==> config.mk <==
export PLATFORM = sky130hd
export DESIGN_NAME = etpu_wb_host
export DESIGN_NICKNAME = d
export VERILOG_FILES = /design/src/rtl/etpu_wb_host.sv
export SDC_FILE = /design/constraint.sdc
export NUM_CORES = 1
export LEC_CHECK = 0
export CORE_MARGIN = 3
export CORE_UTILIZATION = 30
export DETAILED_ROUTE_END_ITERATION = 12
export PLACE_DENSITY = 0.46
export SLEW_MARGIN = 20
export SYNTH_ARGS = -nofsm -noshare
export SYNTH_HDL_FRONTEND = slang
export SYNTH_SLANG_ARGS = --single-unit
==> constraint.sdc <==
create_clock -name caravel_wb_clk_i -period 3.7 [get_ports caravel_wb_clk_i]
set_clock_uncertainty 0.2 [all_clocks]
set_input_delay 0.37 -clock caravel_wb_clk_i [delete_from_list [all_inputs] [get_ports caravel_wb_clk_i]]
set_output_delay 0.37 -clock caravel_wb_clk_i [all_outputs]
set_load 0.01 [all_outputs]
==> src/rtl/etpu_wb_host.sv <==
// etpu_wb_host: Wishbone classic-cycle initiator that runs one complete edu-TPU job
// (weight writes, input writes, run wait, result readback) from a local job register file.
module etpu_wb_host #(
  parameter logic [31:0] TARGET_ADDR = 32'h3000_0000,
  parameter int unsigned N_WEIGHTS   = 4,
  parameter int unsigned N_INPUTS    = 4,
  parameter int unsigned N_RESULTS   = 5,
  parameter int unsigned RUN_WAIT    = 32,
  parameter int unsigned TIMEOUT     = 255
) (
  input  logic        caravel_wb_clk_i,
  input  logic        caravel_wb_rst_i,
  output logic        wbm_cyc_o,
  output logic        wbm_stb_o,
  output logic        wbm_we_o,
  output logic [3:0]  wbm_sel_o,
  output logic [31:0] wbm_adr_o,
  output logic [31:0] wbm_dat_o,
  input  logic        wbm_ack_i,
  input  logic [31:0] wbm_dat_i,
  input  logic        ld_we_i,
  input  logic [2:0]  ld_addr_i,
  input  logic [31:0] ld_data_i,
  input  logic        start_i,
  output logic        busy_o,
  output logic        done_o,
  output logic        err_o,
  input  logic [2:0]  res_addr_i,
  output logic [31:0] res_data_o
);

  typedef enum logic [2:0] {IDLE, WR_W, WR_IN, WAIT, RD, GAP, DONE} state_t;

  localparam logic [2:0]  LAST_W   = 3'(N_WEIGHTS - 1);
  localparam logic [2:0]  LAST_IN  = 3'(N_INPUTS - 1);
  localparam logic [2:0]  LAST_RD  = 3'(N_RESULTS - 1);
  localparam logic [15:0] WAIT_END = 16'(RUN_WAIT - 1);
  localparam logic [15:0] TMO_END  = 16'(TIMEOUT - 1);

  state_t      state, state_nxt, phase;
  logic [2:0]  cnt, last_idx;
  logic        last_q, in_xfer, tmo_hit, err_pend;
  logic [15:0] wait_cnt, tmo_cnt;
  logic [31:0] job_regs [8];
  logic [31:0] results  [8];

  assign in_xfer    = (state == WR_W) || (state == WR_IN) || (state == RD);
  assign tmo_hit    = in_xfer && !wbm_ack_i && (tmo_cnt == TMO_END);
  assign res_data_o = results[res_addr_i];

  always_comb begin
    state_nxt = state;
    wbm_cyc_o = 1'b0;
    wbm_stb_o = 1'b0;
    wbm_we_o  = 1'b0;
    wbm_sel_o = 4'h0;
    wbm_adr_o = 32'h0;
    wbm_dat_o = 32'h0;
    last_idx  = LAST_RD;
    case (state)
      IDLE: if (start_i) state_nxt = WR_W;
      WR_W, WR_IN, RD: begin
        wbm_cyc_o = 1'b1;
        wbm_stb_o = 1'b1;
        wbm_sel_o = 4'hF;
        wbm_adr_o = TARGET_ADDR;
        wbm_we_o  = (state != RD);
        if (state == WR_W) begin
          wbm_dat_o = job_regs[{1'b0, cnt[1:0]}];
          last_idx  = LAST_W;
        end else if (state == WR_IN) begin
          wbm_dat_o = job_regs[{1'b1, cnt[1:0]}];
          last_idx  = LAST_IN;
        end
        if (wbm_ack_i)    state_nxt = GAP;
        else if (tmo_hit) state_nxt = DONE;
      end
      // The slave's registered ack lingers one cycle, so every transaction is followed by an idle GAP.
      GAP: begin
        if (!last_q)              state_nxt = phase;
        else if (phase == WR_W)   state_nxt = WR_IN;
        else if (phase == WR_IN)  state_nxt = WAIT;
        else                      state_nxt = DONE;
      end
      WAIT: if (wait_cnt == WAIT_END) state_nxt = RD;
      DONE: state_nxt = IDLE;
      default: state_nxt = IDLE;
    endcase
  end

  always_ff @(posedge caravel_wb_clk_i) begin
    if (caravel_wb_rst_i) begin
      state    <= IDLE;
      phase    <= IDLE;
      cnt      <= 3'd0;
      last_q   <= 1'b0;
      wait_cnt <= 16'd0;
      tmo_cnt  <= 16'd0;
      busy_o   <= 1'b0;
      done_o   <= 1'b0;
      err_o    <= 1'b0;
      err_pend <= 1'b0;
      for (int i = 0; i < 8; i++) results[i] <= 32'h0;
    end else begin
      state  <= state_nxt;
      done_o <= 1'b0;
      case (state)
        IDLE: if (start_i) begin
          busy_o   <= 1'b1;
          err_o    <= 1'b0;
          err_pend <= 1'b0;
          cnt      <= 3'd0;
          tmo_cnt  <= 16'd0;
        end
        WR_W, WR_IN, RD: begin
          if (wbm_ack_i) begin
            if (state == RD) results[cnt] <= wbm_dat_i;
            last_q <= (cnt == last_idx);
            cnt    <= cnt + 3'd1;
            phase  <= state;
          end else if (tmo_hit) begin
            err_pend <= 1'b1;
          end else begin
            tmo_cnt <= tmo_cnt + 16'd1;
          end
        end
        GAP: begin
          tmo_cnt  <= 16'd0;
          wait_cnt <= 16'd0;
          if (last_q) cnt <= 3'd0;
        end
        WAIT: wait_cnt <= wait_cnt + 16'd1;
        // The error flag is published together with the done pulse.
        DONE: begin
          busy_o <= 1'b0;
          done_o <= 1'b1;
          err_o  <= err_pend;
        end
        default: ;
      endcase
    end
  end

  always_ff @(posedge caravel_wb_clk_i) begin
    if (ld_we_i && !busy_o) job_regs[ld_addr_i] <= ld_data_i;
  end

endmodule

==> flow_summary.json, run 1 <==
{
  "status": "finished clean",
  "synth_area_mm2": 0.0237,
  "p_clk_frac": 0.380,
  "ys.flop_type": "edfxtp_1",
  "p_seq_frac": 0.447,
  "place_hpwl_um": 33000,
  "async_flop_share": 0,
  "drv_cap": 0,
  "antenna_left": 0,
  "dieArea_mm2": 0.0823,
  "h-tree-depth": 3,
  "coreArea_mm2": 0.0778,
  "cts_buffers": 66,
  "avgSynthCellArea_um2": 16.8,
  "crit_arrival_ns": 2.88,
  "syn_inst": 1409,
  "leakagePower_nw": 9.60,
  "root_buffer": "clkbuf_16",
  "power_switching_w": 0.00420,
  "finalSetupViolCount": 0,
  "initial_utilization": 0.304,
  "port-buffer-count": 150,
  "drc": 0,
  "synth-edff-count": 512,
  "start_kind": "flip-flop",
  "yosysMostFrequentCell": "edfxtp_1",
  "die_y_um": 287,
  "wl_per_cell_um": 21.7,
  "grt_first_pass_wirelength_um": 88200,
  "cts_sinks": 560,
  "dr_total_vias": 12600,
  "ys_warn_count": 0,
  "yosysTopAreaCellShare": 0.649,
  "comb_power_share": 0.173,
  "cts_tree": "yes",
  "intPower_w": 0.0123,
  "endpoint_kind": "output port",
  "ys_seq_elements": 560,
  "final_max_slew_viol_count": 0,
  "path_clk_slew_ns": 0.05,
  "num_io_pins": 181,
  "fin_nets": 1669,
  "ir_worst_vdd_uv": 349,
  "yosys.area.top_type": "edfxtp_1",
  "p_per_area_mw_per_mm2": 574,
  "cts_setup_buffers": 0,
  "yosysUniqueCellTypes": 55,
  "rsz0062_at_grt": "no",
  "max_slew_margin": 0.567,
  "clockBufferDepth": 3,
  "r2r_setup_slack_ns": 0.67,
  "fmax_mhz": 290,
  "fin_tns_setup_ns": 0,
  "finalCriticalPeriod_ns": 3.45,
  "post_cts_resized": 0,
  "drtIter0Drc": 664,
  "yosys-top-cells-count": "edfxtp_1 (512), and2_1 (257), mux4_2 (128)",
  "vias_per_cell": 4.70,
  "hold_class": "reg -> reg",
  "cp_max_fo": 32,
  "holdWs_ns": 0.286,
  "crit_type": "reg -> out",
  "grt_antenna_before_repair": 8,
  "drive_gt1_frac": 0.209,
  "hold_buffers": 0,
  "first_pass_iters": 5,
  "area_growth_pct": 21.2,
  "synth_area_leaders": "edfxtp_1 (65%), mux4_2 (12%), and2_1 (6.8%), dfxtp_1 (4.1%), mux2_2 (1.7%)",
  "final_area_mm2": 0.0287,
  "grt_max_degree": 65,
  "final_util": 0.369,
  "grt_util_all_layers": 0.144,
  "wl_um": 58300,
  "worstMarginPinSlew_ns": 0.649,
  "gp_congestion": 0.720,
  "finalCritPeriodShare": 0.933,
  "ys_seq_area_frac": 0.690,
  "grt_pass1_vias": 13600,
  "required_ns": 3.13,
  "placed_cell_area_mm2": 0.0266,
  "die_w_um": 287,
  "p_sw_frac": 0.255,
  "grt.overflow.total": 0,
  "nFillCells": 7331,
  "finalHoldViolCount": 0,
  "clk_latency_ns": 0.59,
  "rows": 102
}
-- through the flow --
stage	power, W	std cells	setup slack [ns]
6_report	0.0165	2682	0.247
2_1_floorplan	0.00908	1438	0.254
4_1_cts	0.0168	2679	0.174
5_1_grt	0.0172	2679	0.0735
3_5_place_dp	0.0104	2562	0.646
3_3_place_gp	0.0104	2562	0.762
-- path summary, 6_finish.rpt --
| kind | cells after the start | end | startpoint |
|---|---|---|---|
| worst max-delay path | 5 | wbm_dat_o[17] | state[1]$_SDFFE_PP0P_ |
| worst min-delay path | 2 | err_pend$_SDFFE_PP0P_ | err_pend$_SDFFE_PP0P_ |
| worst max register to register | 6 | state[1]$_SDFFE_PP0P_ | state[0]$_SDFFE_PP0P_ |
| worst min register to register | 2 | err_pend$_SDFFE_PP0P_ | err_pend$_SDFFE_PP0P_ |
-- state kept, by name, indices dropped and copies added, names as in the netlist, named ones only --
register / cells
job_regs: 256
results: 256
tmo_cnt: 16
wait_cnt: 16
cnt: 3
phase: 3
state: 3
busy_o: 1
done_o: 1
err_o: 1
err_pend: 1
last_q: 1
-- power groups by stage --
stage / sequential [W] / combinational [W] / clock, W
finish: 0.00736 / 0.00285 / 0.00627
global placement: 0.00748 / 0.00293 / 0
CTS: 0.00736 / 0.00294 / 0.00647
floorplan: 0.00737 / 0.00171 / 0
global route: 0.00740 / 0.00313 / 0.00672
detailed placement: 0.00750 / 0.00292 / 0
-- cell type report --
type | instances | area, µm² | share of cell area
Sequential cell | 560 | 16300 | 0.569
Clock inverter | 28 | 300 | 0.0105
Antenna cell | 3 | 7.51 | 0.000262
Multi-Input combinational cell | 755 | 6950 | 0.242
Inverter | 8 | 30.0 | 0.00105
Timing Repair Buffer | 199 | 2020 | 0.0703
Clock buffer | 89 | 1760 | 0.0613
Tap cell | 1040 | 1300 | 0.0453
-- cell families (layout without fill, tap and decap cells) --
| kind of cell | count (synthesis) | count (layout) | share of synthesized area |
|---|---|---|---|
| AO/OA/AOI/OAI | 93 | 93 | 0.0281 |
| XOR/XNOR | 12 | 12 | 0.00444 |
| adder cells (fa/ha/maj) | 4 | 4 | 0.00211 |
| buffers and inverters | 123 | 324 | 0.0255 |
| flip-flops | 560 | 560 | 0.690 |
| multiplexers | 166 | 166 | 0.140 |
| other | 1 | 33 | 0.000158 |
| AND/OR/NAND/NOR | 450 | 450 | 0.110 |
-- cells in the final DEF (no fill, tap or decap), types with 4 or more instances in the layout --
cell / Yosys / layout
nand4_1: 10 / 10
inv_6: 0 / 4
buf_4: 37 / 37
nand2b_1: 10 / 10
and2_1: 257 / 257
edfxtp_1: 512 / 512
xor2_1: 10 / 10
mux4_2: 128 / 128
nand2_1: 30 / 30
or2_2: 12 / 12
mux2_2: 36 / 36
conb_1: 1 / 30
bufinv_16: 0 / 5
or3_1: 12 / 12
nor2b_1: 4 / 4
clkdlybuf4s50_1: 0 / 147
nor4_1: 5 / 5
o21ai_0: 10 / 10
nor2_4: 0 / 8
clkbuf_16: 0 / 67
clkinv_1: 0 / 8
ha_1: 4 / 4
nand3_1: 19 / 19
a22o_1: 32 / 32
a21oi_1: 28 / 28
clkinv_2: 0 / 9
nand3b_1: 4 / 4
clkbuf_1: 58 / 22
nor2_2: 0 / 6
inv_1: 8 / 7
and4_1: 4 / 4
nor3_1: 13 / 9
dfxtp_1: 48 / 46
nor2_1: 53 / 39
and3_1: 4 / 4
buf_12: 0 / 13
-- layer usage --
layer	vias to the layer above	global-route usage	routed length, µm
met3	85	0.0352	3250
met5	-	0	62
met1	6520	0.177	23900
met4	10	0.0379	1150
li1	5743	-	-
met2	254	0.252	30000
-- worst max-delay path, stage by stage, from the launching register on --
cell and delay [ns]:
dfxtp_1 0.68, nand2b_1 0.30, nor2_4 0.18, buf_12 0.24
a22o_1 0.28, clkdlybuf4s50_1 0.59
Note: power is estimated with default switching activity, not from simulation.
==> run 2, diff against run 1 <==
CTS_BUF_LIST = sky130_fd_sc_hd__clkbuf_4   (was unset)
HOLD_SLACK_MARGIN = 0.02   (was unset)
PLACE_DENSITY = 0.45   (was 0.46)
clock period = 3.4 ns   (was 3.7 ns; I/O delays follow)
==> run 2 against run 1 <==
  * Sequential share of layout area fell by 2.0 points
  * Hold slack got worse by 0.015 ns
  * Final cell count rose by 9.4%
  * Clock power fell by 0.6%
  * Core utilization grew 1.4 points
  * First-iteration DRC count is 11% higher
  * Cell area increased by 3.7%
  * Flip-flop and latch count is the same
  * Non-clock buffer count increased by 86
  * Register-to-register slack about the same
  * Power grew 6.2%
  * Sequential power is 8.4% higher
  * Largest cell class unchanged
==> flow_summary.json, run 2 (synthesis results as in run 1) <==
{
  "timing.rr.start": "tmo_cnt[0]$_SDFFE_PP0P_",
  "nFillCells": 7433,
  "dr_total_vias": 13500,
  "area_growth_pct": 25.8,
  "grt_first_pass_wirelength_um": 90700,
  "final_max_slew_viol_count": 0,
  "drc": 0,
  "grt.overflow.total": 0,
  "cts_sinks": 560,
  "status": "finished clean",
  "p_per_area_mw_per_mm2": 588,
  "holdPathEnd": "err_pend$_SDFFE_PP0P_",
  "port-buffer-count": 150,
  "layout_common_cells": "edfxtp_1 (512), and2_1 (257), clkbuf_4 (231), mux4_2 (128), clkdlybuf4s50_1 (114)",
  "fin_tns_setup_ns": 0,
  "reg2regPathDepth": 8,
  "cp_max_fo": 7,
  "rows": 102,
  "grt_max_degree": 65,
  "drive_gt1_frac": 0.289,
  "drv_cap": 0,
  "root_buffer": "clkbuf_4",
  "wl_um": 59900,
  "fmax_mhz": 317,
  "placed_cells_incl_taps": 2569,
  "clk_latency_ns": 0.93,
  "crit_arrival_ns": 2.61,
  "rsz0062_at_grt": "no",
  "fin_nets": 1845,
  "final_util": 0.382,
  "r2r_setup_slack_ns": 0.68,
  "worstMarginPinSlew_ns": 0.628,
  "gp_congestion": 0.743,
  "coreArea_mm2": 0.0778,
  "start_kind": "flip-flop",
  "finalHoldViolCount": 0,
  "grt_antenna_before_repair": 4,
  "max_slew_margin": 0.581,
  "fin_cells": 2934,
  "ir_worst_vdd_uv": 289,
  "place_hpwl_um": 33700,
  "multiInputGateArea_mm2": 0.00699,
  "num_io_pins": 181,
  "finalCriticalPeriod_ns": 3.15,
  "hold_class": "reg -> reg",
  "finalCritPeriodShare": 0.927,
  "required_ns": 2.86,
  "drtIter0Drc": 737,
  "endpoint_kind": "output port",
  "wl_per_cell_um": 20.4,
  "path_clk_slew_ns": 0.06,
  "h-tree-depth": 4,
  "grt_util_all_layers": 0.148,
  "layout_commonest_cell": "edfxtp_1",
  "dieArea_mm2": 0.0823,
  "cts_buffers": 156,
  "antenna_left": 0,
  "top_regs": "job_regs: 256 flops, results: 256 flops",
  "p_total_w": 0.0175,
  "initial_utilization": 0.304,
  "cts_tree": "yes",
  "leakagePower_nw": 10.3,
  "first_pass_iters": 4,
  "worst_r2r_endpoint": "state[1]$_SDFFE_PP0P_",
  "die_y_um": 287,
  "hp-start": "err_pend$_SDFFE_PP0P_",
  "crit_type": "reg -> out",
  "hold-path-cell-count": 2,
  "die_w_um": 287,
  "vias_per_cell": 4.60,
  "clockBufferDepth": 3,
  "regArea_mm2": 0.0163,
  "holdWs_ns": 0.271,
  "grt_pass1_vias": 14800,
  "finalSetupViolCount": 0
}
## run 2: cell types whose count changed in the layout (fill, tap and decap cells not counted), moves of 10 or more
cell and delta:
clkinv_1 +23, buf_12 +19, clkbuf_4 +231, clkbuf_1 -22, dlygate4sd3_1 +68, clkdlybuf4s50_1 -33
clkbuf_16 -67, buf_2 +10
## run 2: how the worst max path moves through the flow
stage / to / slack (ns) / cells after the start
after floorplan: job_regs[1][0]$_DFFE_PP_ / 0.54 / 2
after global placement: tmo_cnt[4]$_SDFFE_PP0P_ / 0.31 / 7
after detailed placement: results[2][29]$_SDFFCE_PN0P_ / 0.31 / 8
after CTS: wbm_dat_o[11] / -0.006 / 6
after global routing: wbm_dat_o[0] / 0.009 / 5
final: wbm_dat_o[15] / 0.25 / 5
## run 2: stage by stage
step,area [µm²],worst slack (ns)
3_5_place_dp,26900,0.313
6_report,29800,0.249
5_1_grt,29800,0.00941
2_1_floorplan,23800,0.537
4_1_cts,29800,-0.00565
3_3_place_gp,26900,0.309
## run 2: where the power goes
| group | switching, W | total (W) | internal, W |
|---|---|---|---|
| logic | 0.00168 | 0.00328 | 0.00160 |
| clock network | 0.00286 | 0.00623 | 0.00336 |
| registers | 0.000175 | 0.00798 | 0.00781 |
| total | 0.00472 | 0.0175 | 0.0128 |
## run 2: layout make-up
cell class / count / share of cell area
inverters: 8 / 0.00101
clock inverters: 49 / 0.0108
diodes: 6 / 0.000504
well taps: 1040 / 0.0437
repair buffers: 285 / 0.102
clock buffers: 231 / 0.0582
multi-input cells: 755 / 0.235
flip-flops and latches: 560 / 0.549
## run 2: metal layers
metal,share of wire,GRT usage,vias up
met5,0,0,-
met4,0.018,0.0509,0
met3,0.058,0.0441,94
met2,0.51,0.258,322
met1,0.41,0.174,6873
li1,-,-,6204
## run 2: worst max-delay path, stage by stage, from the launching register on
cell	delay, ns
dfxtp_4	0.46
buf_12	0.16
buf_4	0.16
mux4_2	0.51
a22o_1	0.25
buf_2	0.16
## run 2: repair_timing
item / in CTS / in global routing
cloned: 3 / 0
setup buffers: 10 / 0
pin swaps: 1 / 0
hold buffers: 68 / 0
setup endpoints to repair: 41 / 27
endpoints found under the hold margin: 531 / 0
gates resized for setup: 82 / 21
==> variant 1 (config.mk and constraints of run 1) <==
Set the parameter `TIMEOUT` to 127 (it was 255).
--- a/src/rtl/etpu_wb_host.sv
+++ b/src/rtl/etpu_wb_host.sv
@@ -6,7 +6,7 @@
   parameter int unsigned N_INPUTS    = 4,
   parameter int unsigned N_RESULTS   = 5,
   parameter int unsigned RUN_WAIT    = 32,
-  parameter int unsigned TIMEOUT     = 255
+  parameter int unsigned TIMEOUT     = 127
 ) (
   input  logic        caravel_wb_clk_i,
   input  logic        caravel_wb_rst_i,
Function: same outputs for any inputs over 4 cycles, from zero or initial values and one cycle with caravel_wb_rst_i high; that may be too few to reach the edited logic, so the function may still have changed.
==> variant 1 against run 1 <==
Cell area down 0.21%; synthesized cell count increased by 0.78%; worst setup slack worse by 0.032 ns; synthesized area increased by 0.81%; sequential share of layout area up 0.12 points; combinational power rose by 10%; sequential cell count did not move; routed wire length is 1.1% lower; power shrank 1.3%; critical path type unchanged; critical endpoint is now wbm_sel_o[2].
==> variant 1: results (changes against run 1) <==
STATUS='finished, final reports clean'
VDD_DROP_MAX_uV=468.1  # +34%
FINAL.SIGNAL_BUFFER_COUNT=195  # -2.0%
FIN_CRIT_SH_PCT=94.21  # +0.88 points
GRT_PASS1_WL_UM=87900  # -0.33%
CTS-BUFFERS-INSERTED=61  # -7.6%
CRIT_PATH_MAX_FANOUT=21  # -34%
ARRIVAL_NS=2.92  # +0.04 ns
CRIT-REG2REG-CAPTURE='tmo_cnt[9]'
CLKBUF_COUNT=82  # -7.9%
CLOCK_LATENCY_AT_THE_LATER_PIN_OF_THE_WORST_SKEW_PAIR_NS=0.61  # +0.02 ns
REG2REG_SLACK_NS=0.87  # +0.20 ns
CELL_INTERNAL_PWR_mW=12.06  # -1.7%
WEIGHTED_CONGESTION_AT_THE_END_OF_ROUTABILITY_DRIVEN_GLOBAL_PLACEMENT=0.6991  # -2.9%
GRTUSAGETOTAL_PCT=14.07  # -0.32 points
SYNTH_COMMONEST_CELLS='edfxtp_1, and2_1, mux4_2'
WORST_SLEW_PIN_SLEW_NS=0.9450  # +0.2962 ns
NMULTIINPUTCOMBCELLS=762  # +0.93%
PLACE_HPWL_UM=33290  # +1.0%
CLOCK_TREE.HTREE_LEVEL_COUNT=2  # -1
GRT_PASS1_VIAS=13820  # +1.8%
SHARE_COMB_OF_TOTAL_POWER_PCT=19.3  # +2.0 points
CELLLEAKAGEPOWER_nW=9.479  # -1.2%
NETS=1667  # -0.12%
MULTI_INPUT_AREA_MM2=0.007088  # +2.0%
CLKCELLAREAFRAC_PCT=6.578  # -0.60 points
SYNTH.AREA.TOP_CELLS='edfxtp_1, mux4_2, and2_1'
NUM_ANTENNA_CELLS=1  # -2
YOSYSUNIQUECELLTYPES=57  # +3.6%
PRE_CTS_SLACK_NS=0.7911  # +0.1449 ns
POST_ROUTE_CELLS_DRIVE_ABOVE_1_SHARE_PCT=19.80  # -1.1 points
TIMING.CRITICAL_PATH.TO='wbm_sel_o[2]'
HOLD_PATH.STARTPOINT='tmo_cnt[4]'
variant 1: cell families (layout without fill, tap and decap cells):
logic type      count (synthesis)  in the layout  synth area share, %
flops                         560            560                68.44
simple gates                  445            445                11.07
mux                           172            172                14.16
buf+inv                       127            314                2.710
compound gates                108            108                3.282
fa+ha+maj                       4              4               0.2097
xor+xnor                        3              3               0.1101
other cells                     1             31              0.01571
variant 1: layer usage:
layer  part of all wire [%]  GRT usage, %
met5                   0.11             0
met4                    1.8         3.166
met3                    5.0         3.017
met2                     52         24.81
met1                     41         17.70
variant 1: critical path, stage by stage, from the launching register on:
cell             delay (ns)
dfxtp_1                0.80
xor2_1                 0.38
mux2i_4                0.17
inv_1                  0.33
clkdlybuf4s50_1        0.62
variant 1: through the flow:
stage	instance area, um2	std cells
6_report	28650	2677
5_1_grt	28640	2676
4_1_cts	28640	2676
3_5_place_dp	26750	2564
3_3_place_gp	26750	2564
2_1_floorplan	23980	1449
==> variant 2 (config.mk and constraints of run 1) <==
Without the edit above. Register the output `err_o` once more; this adds one clock of latency there. The other outputs are not delayed to match.
--- a/src/rtl/etpu_wb_host.sv
+++ b/src/rtl/etpu_wb_host.sv
@@ -36,6 +36,8 @@
   localparam logic [2:0]  LAST_RD  = 3'(N_RESULTS - 1);
   localparam logic [15:0] WAIT_END = 16'(RUN_WAIT - 1);
   localparam logic [15:0] TMO_END  = 16'(TIMEOUT - 1);
+
+  logic err_s0;
 
   state_t      state, state_nxt, phase;
   logic [2:0]  cnt, last_idx;
@@ -98,7 +100,7 @@
       tmo_cnt  <= 16'd0;
       busy_o   <= 1'b0;
       done_o   <= 1'b0;
-      err_o    <= 1'b0;
+      err_s0   <= 1'b0;
       err_pend <= 1'b0;
       for (int i = 0; i < 8; i++) results[i] <= 32'h0;
     end else begin
@@ -107,7 +109,7 @@
       case (state)
         IDLE: if (start_i) begin
           busy_o   <= 1'b1;
-          err_o    <= 1'b0;
+          err_s0   <= 1'b0;
           err_pend <= 1'b0;
           cnt      <= 3'd0;
           tmo_cnt  <= 16'd0;
@@ -134,7 +136,7 @@
         DONE: begin
           busy_o <= 1'b0;
           done_o <= 1'b1;
-          err_o  <= err_pend;
+          err_s0 <= err_pend;
         end
         default: ;
       endcase
@@ -145,5 +147,9 @@
     if (ld_we_i && !busy_o) job_regs[ld_addr_i] <= ld_data_i;
   end
 
+  always_ff @(posedge caravel_wb_clk_i) begin
+    err_o <= err_s0;
+  end
+
 endmodule
 
Formal check against the unedited RTL: same outputs for any inputs over 4 cycles, from zero or initial values and one cycle with caravel_wb_rst_i high; that may be too few to reach the edited logic, so the function may still have changed.
==> variant 2 against run 1 <==
Worst setup slack better by 0.082 ns; die area is essentially flat; power increased by 0.51%; global-route usage fell by 0.22 points; sequential cell count increased by 1; routed wire length fell by 0.61%; synthesized area about the same; cell area rose by 0.47%; register-to-register slack improved by 0.16 ns; cell count barely moved; first-iteration DRC count decreased by 15%.
==> variant 2: results (changes against run 1) <==
P_SW_SHARE_PCT=25.38  # -0.11 points
CRIT_PATH_MAX_FANOUT=12  # -63%
WEIGHTED_CONGESTION_AT_THE_END_OF_ROUTABILITY_DRIVEN_GLOBAL_PLACEMENT=0.7304  # +1.4%
CELLLEAKAGEPOWER_nW=9.638  # +0.44%
SYNTH.AREA.TOP_CELLS='edfxtp_1, mux4_2, and2_1'
GRT_PASS1_WL_UM=87310  # -0.99%
GRTUSAGETOTAL_PCT=14.17  # -0.22 points
MAXSLEWHEADROOM_PCT=57.10  # +0.41 points
DRT_ITER0_DRC=562  # -15%
NETS=1671  # +0.12%
PIN_COUNT_OF_THE_BIGGEST_NET_ENTERING_GLOBAL_ROUTING=55  # -15%
INITIAL_ANTENNA_VIOLATION_COUNT=4  # -4
POST_DRT_VIA_CELL_RATIO=4.661  # -0.89%
FRACTION_OF_THE_MAPPED_NETLIST_AREA_IN_COMPOUND_GATES_PCT=2.809  # about the same
ARRIVAL_NS=2.80  # -0.08 ns
SYNTHADDERAREAFRAC_PCT=0.2112  # about the same
VDD_DROP_MAX_uV=384.5  # +10%
POST_ROUTE_CELLS_DRIVE_ABOVE_1_SHARE_PCT=20.74  # -0.12 points
STATUS='finished, final reports clean'
WL_PER_CELL_UM=21.61  # -0.65%
FILLER_CELL_COUNT=7333  # +0.027%
SEQ_AREA_FRAC_SYNTH_PCT=69.02  # about the same
CTS-BUFFERS-INSERTED=67  # +1.5%
DRT-PASS1-ITER-COUNT=4  # -1
PLACE_HPWL_UM=33890  # +2.8%
SYNTH_XOR_XNOR_AREA_SHARE_PCT=0.4435  # about the same
GRT_PASS1_VIAS=13430  # -1.1%
[variant 2: cell families after synthesis]
group | count (synthesis)
multiplexers | 166
flip-flops | 561
AO/OA/AOI/OAI | 93
AND/OR/NAND/NOR | 450
buffers and inverters | 123
adder cells (fa/ha/maj) | 4
XOR/XNOR | 12
other | 1
[variant 2: routing by layer]
layer | vias up | GRT usage [%] | part of all wire, %
met5 | - | 0 | 0.034
met4 | 2 | 3.870 | 2.0
met3 | 83 | 3.125 | 4.7
met2 | 247 | 25.33 | 53
met1 | 6435 | 17.21 | 41
li1 | 5738 | - | -
[variant 2: path summary, 6_finish.rpt]
kind | cells past startpoint | slack, ns | endpoint | startpoint
hold reg to reg | 0 | 0.18 | err_o | err_s0
setup / recovery | 4 | 0.33 | wbm_dat_o[24] | flop
hold / removal | 0 | 0.18 | err_o | err_s0
setup reg to reg | 7 | 0.83 | state[1] | state[1]
[variant 2: power by group through the flow]
| stage | Combinational (mW) | Sequential [mW] | Clock, mW |
|---|---|---|---|
| 3_5_place_dp | 2.95 | 7.48 | 0 |
| 5_1_grt | 3.12 | 7.38 | 6.81 |
| 3_3_place_gp | 2.94 | 7.47 | 0 |
| 2_1_floorplan | 1.71 | 7.38 | 0 |
| 4_1_cts | 2.96 | 7.35 | 6.55 |
| 6_report | 2.87 | 7.35 | 6.34 |
[variant 2: cell type report]
type | count | area [um2] | area share, %
multi-input cells | 755 | 6948 | 24.09
diodes | 4 | 10.01 | 0.03471
repair buffers | 199 | 2095 | 7.262
well taps | 1040 | 1301 | 4.512
clock inverters | 35 | 322.8 | 1.119
flip-flops and latches | 561 | 16360 | 56.73
clock buffers | 81 | 1772 | 6.143
inverters | 8 | 30.03 | 0.1041
[variant 2: critical path: stages, from the launching register on]
cell	delay, ns
dfxtp_4	0.50
buf_4	0.35
mux4_2	0.56
a22o_1	0.30
clkdlybuf4s50_1	0.50
[variant 2: through the flow]
| step | util, % | instances | worst slack [ns] | hold slack [ns] |
|---|---|---|---|---|
| final | 37.05 | 2683 | 0.3285 | 0.1763 |
| after global routing | 37.04 | 2680 | 0.1860 | 0.1878 |
| after CTS | 37.03 | 2679 | 0.09914 | 0.1752 |
| after detailed placement | 34.34 | 2563 | 0.5772 | 0.1674 |
| after global placement | 34.34 | 2563 | 0.6120 | 0.1669 |
| after floorplan | - | 1439 | 0.2539 | 0.1512 |
[variant 2: repair_timing]
item,CTS,global route
setup buffers,0,0
gates resized for setup,0,1
hold buffers,0,0
setup endpoints to repair,0,6
